### config.mk
export PLATFORM = sky130hd
export DESIGN_NAME = div32x32_seq_flat
export DESIGN_NICKNAME = d
export VERILOG_FILES = /design/src/rtl/div32x32_seq_pkg.sv /design/src/rtl/div32x32_seq_if.sv /design/src/rtl/div32x32_seq_step.sv /design/src/rtl/div32x32_seq.sv /design/src/flat_wrapper.sv
export SDC_FILE = /design/constraint.sdc
export NUM_CORES = 1
export LEC_CHECK = 0
export BUFFER_PORTS_ARGS = -buffer_cell sky130_fd_sc_hd__buf_4
export CAP_MARGIN = 20
export CORE_AREA = 3 3 166 168
export DETAILED_ROUTE_END_ITERATION = 10
export DIE_AREA = 0 0 169 171
export PLACE_DENSITY = 0.74
export SLEW_MARGIN = 20
export SYNTH_ARGS = -nofsm -noshare
export SYNTH_HDL_FRONTEND = slang
export SYNTH_SLANG_ARGS = --single-unit
### constraint.sdc
create_clock -name clk -period 8.4 [get_ports clk]
set_input_delay 1.68 -clock clk [delete_from_list [all_inputs] [get_ports clk]]
set_output_delay 1.68 -clock clk [all_outputs]
set_load 0.01 [all_outputs]
### src/rtl/div32x32_seq_pkg.sv
// div_pkg: shared state encoding and sizing constants for the sequential divider
package div_pkg;
   localparam int DIV_WIDTH = 32;
   localparam int DIV_CNT_W = $clog2(DIV_WIDTH);
   typedef enum logic [1:0] {IDLE, LOAD, ITER, DONE} div_state_t;
endpackage

### src/rtl/div32x32_seq_if.sv
// div32x32_seq_if: start/busy issue handshake and result bus of the divider
// master drives start/dividend/divisor; slave (the divider) drives busy/quotient/remainder/div_by_zero
interface div32x32_seq_if import div_pkg::*; #(parameter int WIDTH = DIV_WIDTH) ();
   logic             start;
   logic [WIDTH-1:0] dividend;
   logic [WIDTH-1:0] divisor;
   logic             busy;
   logic [WIDTH-1:0] quotient;
   logic [WIDTH-1:0] remainder;
   logic             div_by_zero;
   modport master (output start, dividend, divisor, input busy, quotient, remainder, div_by_zero);
   modport slave (input start, dividend, divisor, output busy, quotient, remainder, div_by_zero);
endinterface

### src/rtl/div32x32_seq_step.sv
// div_step: one combinational restoring-division step
// acc_i/qsh_i: partial remainder and dividend/quotient shift reg; divisor_i: divisor
// acc_o/qsh_o: values after shifting in one dividend bit and trying the subtraction
module div_step #(parameter int WIDTH = 32) (
   input  logic [WIDTH-1:0] acc_i,
   input  logic [WIDTH-1:0] qsh_i,
   input  logic [WIDTH-1:0] divisor_i,
   output logic [WIDTH-1:0] acc_o,
   output logic [WIDTH-1:0] qsh_o
);
   logic [WIDTH:0] shifted;
   logic [WIDTH:0] trial;
   logic           ok;
   // acc < divisor always holds, so the shifted acc fits in WIDTH+1 bits
   assign shifted = {acc_i, qsh_i[WIDTH-1]};
   assign trial   = shifted - {1'b0, divisor_i};
   assign ok      = ~trial[WIDTH];
   assign acc_o   = ok ? trial[WIDTH-1:0] : shifted[WIDTH-1:0];
   assign qsh_o   = {qsh_i[WIDTH-2:0], ok};
endmodule

### src/rtl/div32x32_seq.sv
// div32x32_seq: sequential unsigned restoring divider, one quotient bit per cycle
// clk: rising-edge clock; reset: async active-high
// bus (slave): start/dividend/divisor in, busy/quotient/remainder/div_by_zero out
module div32x32_seq import div_pkg::*; #(parameter int WIDTH = DIV_WIDTH) (
   input logic                 clk,
   input logic                 reset,
   div32x32_seq_if.slave       bus
);
   localparam int CW = $clog2(WIDTH);
   div_state_t       state_q, state_d;
   logic [WIDTH-1:0] dividend_q, dividend_d, divisor_q, divisor_d;
   logic [WIDTH-1:0] acc_q, acc_d, qsh_q, qsh_d;
   logic [CW-1:0]    cnt_q, cnt_d;
   logic [WIDTH-1:0] resq_q, resq_d, resr_q, resr_d;
   logic             resdbz_q, resdbz_d;
   logic [WIDTH-1:0] quot_q, quot_d, rem_q, rem_d;
   logic             dbz_q, dbz_d;
   logic [WIDTH-1:0] step_acc, step_qsh;
   div_step #(.WIDTH(WIDTH)) u_step (
      .acc_i(acc_q), .qsh_i(qsh_q), .divisor_i(divisor_q), .acc_o(step_acc), .qsh_o(step_qsh)
   );
   always_ff @(posedge clk or posedge reset) begin
      if (reset) begin
         state_q    <= IDLE;
         dividend_q <= '0;
         divisor_q  <= '0;
         acc_q      <= '0;
         qsh_q      <= '0;
         cnt_q      <= '0;
         resq_q     <= '0;
         resr_q     <= '0;
         resdbz_q   <= 1'b0;
         quot_q     <= '0;
         rem_q      <= '0;
         dbz_q      <= 1'b0;
      end else begin
         state_q    <= state_d;
         dividend_q <= dividend_d;
         divisor_q  <= divisor_d;
         acc_q      <= acc_d;
         qsh_q      <= qsh_d;
         cnt_q      <= cnt_d;
         resq_q     <= resq_d;
         resr_q     <= resr_d;
         resdbz_q   <= resdbz_d;
         quot_q     <= quot_d;
         rem_q      <= rem_d;
         dbz_q      <= dbz_d;
      end
   end
   always_comb begin
      state_d    = state_q;
      dividend_d = dividend_q;
      divisor_d  = divisor_q;
      acc_d      = acc_q;
      qsh_d      = qsh_q;
      cnt_d      = cnt_q;
      resq_d     = resq_q;
      resr_d     = resr_q;
      resdbz_d   = resdbz_q;
      quot_d     = quot_q;
      rem_d      = rem_q;
      dbz_d      = dbz_q;
      case (state_q)
         IDLE: if (bus.start) begin
            dividend_d = bus.dividend;
            divisor_d  = bus.divisor;
            state_d    = LOAD;
         end
         LOAD: if (divisor_q == '0) begin
            resq_d   = '1;
            resr_d   = dividend_q;
            resdbz_d = 1'b1;
            state_d  = DONE;
         end else if (dividend_q < divisor_q) begin
            resq_d   = '0;
            resr_d   = dividend_q;
            resdbz_d = 1'b0;
            state_d  = DONE;
         end else begin
            acc_d   = '0;
            qsh_d   = dividend_q;
            cnt_d   = CW'(WIDTH - 1);
            state_d = ITER;
         end
         ITER: begin
            acc_d = step_acc;
            qsh_d = step_qsh;
            if (cnt_q == '0) begin
               resq_d   = step_qsh;
               resr_d   = step_acc;
               resdbz_d = 1'b0;
               state_d  = DONE;
            end else cnt_d = cnt_q - CW'(1);
         end
         DONE: begin
            quot_d  = resq_q;
            rem_d   = resr_q;
            dbz_d   = resdbz_q;
            state_d = IDLE;
         end
         default: state_d = IDLE;
      endcase
   end
   assign bus.busy        = state_q != IDLE;
   assign bus.quotient    = quot_q;
   assign bus.remainder   = rem_q;
   assign bus.div_by_zero = dbz_q;
endmodule

### src/flat_wrapper.sv
// flat-port wrapper written by rule: the top's interface ports become plain ports
module div32x32_seq_flat import div_pkg::*;
#(parameter int WIDTH = DIV_WIDTH)
  (clk, reset, bus_start, bus_dividend, bus_divisor, bus_busy, bus_quotient, bus_remainder, bus_div_by_zero);
  div32x32_seq_if #(.WIDTH(WIDTH)) bus_i ();
  input logic clk;
  input logic reset;
  input wire logic [$bits(bus_i.start)-1:0] bus_start;
  input wire logic [$bits(bus_i.dividend)-1:0] bus_dividend;
  input wire logic [$bits(bus_i.divisor)-1:0] bus_divisor;
  output wire logic [$bits(bus_i.busy)-1:0] bus_busy;
  output wire logic [$bits(bus_i.quotient)-1:0] bus_quotient;
  output wire logic [$bits(bus_i.remainder)-1:0] bus_remainder;
  output wire logic [$bits(bus_i.div_by_zero)-1:0] bus_div_by_zero;
  assign bus_i.start = bus_start;
  assign bus_i.dividend = bus_dividend;
  assign bus_i.divisor = bus_divisor;
  assign bus_busy = bus_i.busy;
  assign bus_quotient = bus_i.quotient;
  assign bus_remainder = bus_i.remainder;
  assign bus_div_by_zero = bus_i.div_by_zero;
  div32x32_seq #(.WIDTH(WIDTH)) u_core (.clk(clk), .reset(reset), .bus(bus_i));
endmodule
==> impl_metrics.yaml <==
detailed_routing:
  routedWlPerCell_um: 20.1
  post-route-drc-count: 0
  wl_um: 35300
  drt_first_pass_iters: 7
  viasPerCell: 6.04
  ant_nets: 0
  drt_iter0_drc: 954
  via_count: 10600
logic_synthesis:
  synth_commonest_cells: "265 x dfrtp_1, 170 x nand2_1, 137 x mux2_2"
  yosysWarnings: 0
  syn_nets: 1440
  synth_cells: 1302
  synth.distinct_cells: 70
  syn_avg_cell_area_um2: 10.5
  synth.area.top_cells: "dfrtp_1 49%, mux2_2 11%, ha_1 6.4%, nand2_1 4.7%, a21oi_1 3.7%"
  synthArstFlopShare_pct: 100
  synth_area_leader_cell: "dfrtp_1"
  ys_seq_area_share_pct: 48.7
  synth_top_area_share_pct: 48.7
  synth_edf_count: 0
  synth-main-ff-cell: "dfrtp_1"
  synth.ff_latch_count: 265
  yosysMostFrequentCell: "dfrtp_1"
  synth_area_um2: 13600
timing:
  hold_viol: 0
  rsz0062_at_grt: "false"
  period_share_pct: 49.8
  fin_skew_ns: 0.0169
  final_max_slew_viol_count: 0
  setup_tns_ns: 0
  max_freq_ghz: 0.239
  final.min_clock_period_ns: 4.18
  fin_ws_ns: 4.22
  maxSlewHeadroom_pct: 27.2
  worstMarginPinSlew_ns: 1.09
  setup_violations: 0
power_and_ir_drop:
  p_seq_share_pct: 33.5
  ir_worst_vdd_mv: 0.492
  p_sw_share_pct: 42.7
  switching_power_w: 0.00292
  combinationalPowerShare_pct: 49.0
  clockPowerShare_pct: 17.4
  p_int_w: 0.00391
  power.density_nw_per_um2: 435
  p_leak_nw: 7.26
clock_network:
  path_clk_slew_ns: 0.06
  cts-root-buf: "clkbuf_16"
  cts_resized: 0
  ctsHoldBuffers: 0
  numCtsBuffers: 27
  tritoncts: "yes"
  clock_sinks: 265
  clockBufferDepth: 3
  htree_num_levels: 1
  clock_latency_ns: 0.53
  post-cts-setup-buffers: 0
cells_and_area:
  postLayoutCellArea_um2: 15700
  multiInputGateArea_um2: 6480
  n_fill_cell: 2219
  nNetsFinal: 1540
  fin_cells: 1757
  regArea_um2: 6630
  drive_above_1_share_pct: 24.6
  area_growth_pct: 15.5
  n_antenna_cell: 0
floorplanning:
  core_um2: 26100
  dieArea_um2: 28900
  io_pins: 133
  fp.dieW_um: 169
  fp.dieH_um: 171
  initial_core_util_pct: 52.2
  fp-row-count: 59
setup_path:
  required_ns: 8.86
  end_kind: "register"
  crit_arrival_ns: 4.64
  crit_fanout: 13
  crit_type: "register to register"
  startpoint_type: "register"
placed_design:
  place_congestion: 0.944
  placed_cell_area_um2: 14800
  dpl.hpwl_um: 25900
  dp.cells: 1708
  port_buffers: 132
  place_ws_ns: 4.34
grt:
  antenna_found_initial: 0
  gr-total-overflow: 0
  grt_pass1_vias: 10300
  grt_max_degree: 93
  grt_pass1_wl_um: 56600
  grt_usage_pct: 24.3
min_path:
  hold_path.class: "register to register"
run_status:
  run_status: "completed"
job:
  cap_violations: 0
## worst max-delay path, cell delays in order (launching register included)
cell and delay, ns:
dfrtp_1 0.44, ha_1 0.22, inv_1 0.07, fa_1 0.24, a211oi_1 0.11, o211ai_1 0.33
nand3_1 0.21, a2111o_1 0.52, a32oi_2 0.62, nand2_1 0.58, o41ai_2 0.52, o221a_1 0.25
## stage by stage
step                      hold slack (ns)  power [W]  util (%)
final                               0.479    0.00683      60.3
after global routing                0.510    0.00735      60.3
after CTS                           0.484    0.00684      60.3
after detailed placement            0.469    0.00563      57.0
after global placement              0.460    0.00554      57.0
after floorplan                     0.441    0.00457         -
## registers in the layout, indices dropped and copies added, names as in the netlist
signal	flops
u_core.qsh_q	32
u_core.bus.quotient	32
u_core.state_q	2
u_core.acc_q	32
u_core.resr_q	32
u_core.resq_q	32
u_core.bus.div_by_zero	1
u_core.resdbz_q	1
u_core.divisor_q	32
u_core.cnt_q	5
u_core.dividend_q	32
u_core.bus.remainder	32
## cell families after synthesis
kind of cell | count (synthesis) | share of synthesized area (%)
compound gates | 364 | 17.4
xor+xnor | 23 | 1.48
fa+ha+maj | 71 | 6.58
buf+inv | 130 | 3.82
flops | 265 | 48.7
mux | 149 | 12.2
simple gates | 300 | 9.76
## layout by cell type (no fill, tap or decap), types with 18 or more instances in the layout
cell type	instances
dfrtp_1	265
a31oi_1	65
clkbuf_16	27
o21ai_0	49
a21o_1	18
buf_4	147
inv_1	53
o211ai_1	31
nand2_1	169
nor2_1	45
mux2_2	137
a21oi_1	100
ha_1	68
nor4_1	19
## power by group through the flow
stage | Sequential [W] | Clock [W] | Combinational [W]
floorplan | 0.00219 | 0 | 0.00238
global placement | 0.00228 | 0 | 0.00326
detailed placement | 0.00230 | 0 | 0.00332
CTS | 0.00228 | 0.00122 | 0.00334
global route | 0.00235 | 0.00127 | 0.00373
finish | 0.00229 | 0.00119 | 0.00335
## worst paths after layout
kind | start | endpoint | slack, ns | depth (start not counted)
max | u_core.divisor_q[0] | u_core.resr_q[27] | 4.22 | 11
min | u_core.resq_q[3] | u_core.resq_q[3] | 0.48 | 2
max reg2reg | u_core.divisor_q[0] | u_core.resr_q[27] | 4.22 | 11
min reg2reg | u_core.resq_q[3] | u_core.resq_q[3] | 0.48 | 2
max in group asynchronous | reset | u_core.dividend_q[17] | 5.56 | 4
min in group asynchronous | reset | u_core.bus.quotient[21] | 1.40 | 3
## final cells by class
type                            count  share of cell area (%)
Tap cell                          335                    2.67
Multi-Input combinational cell    907                    41.2
Clock inverter                     13                   0.939
Sequential cell                   265                    42.2
Clock buffer                       36                    4.64
Timing Repair Buffer              147                    7.02
Inverter                           54                    1.31
## routing by layer
metal / global-route usage (%) / wire (um) / up-vias
li1: - / - / 4958
met1: 38.2 / 16800 / 5162
met2: 34.4 / 14500 / 441
met3: 4.76 / 3200 / 58
met4: 6.10 / 827 / 0
met5: 0 / 0 / -
(Power assumes the default switching activity.)
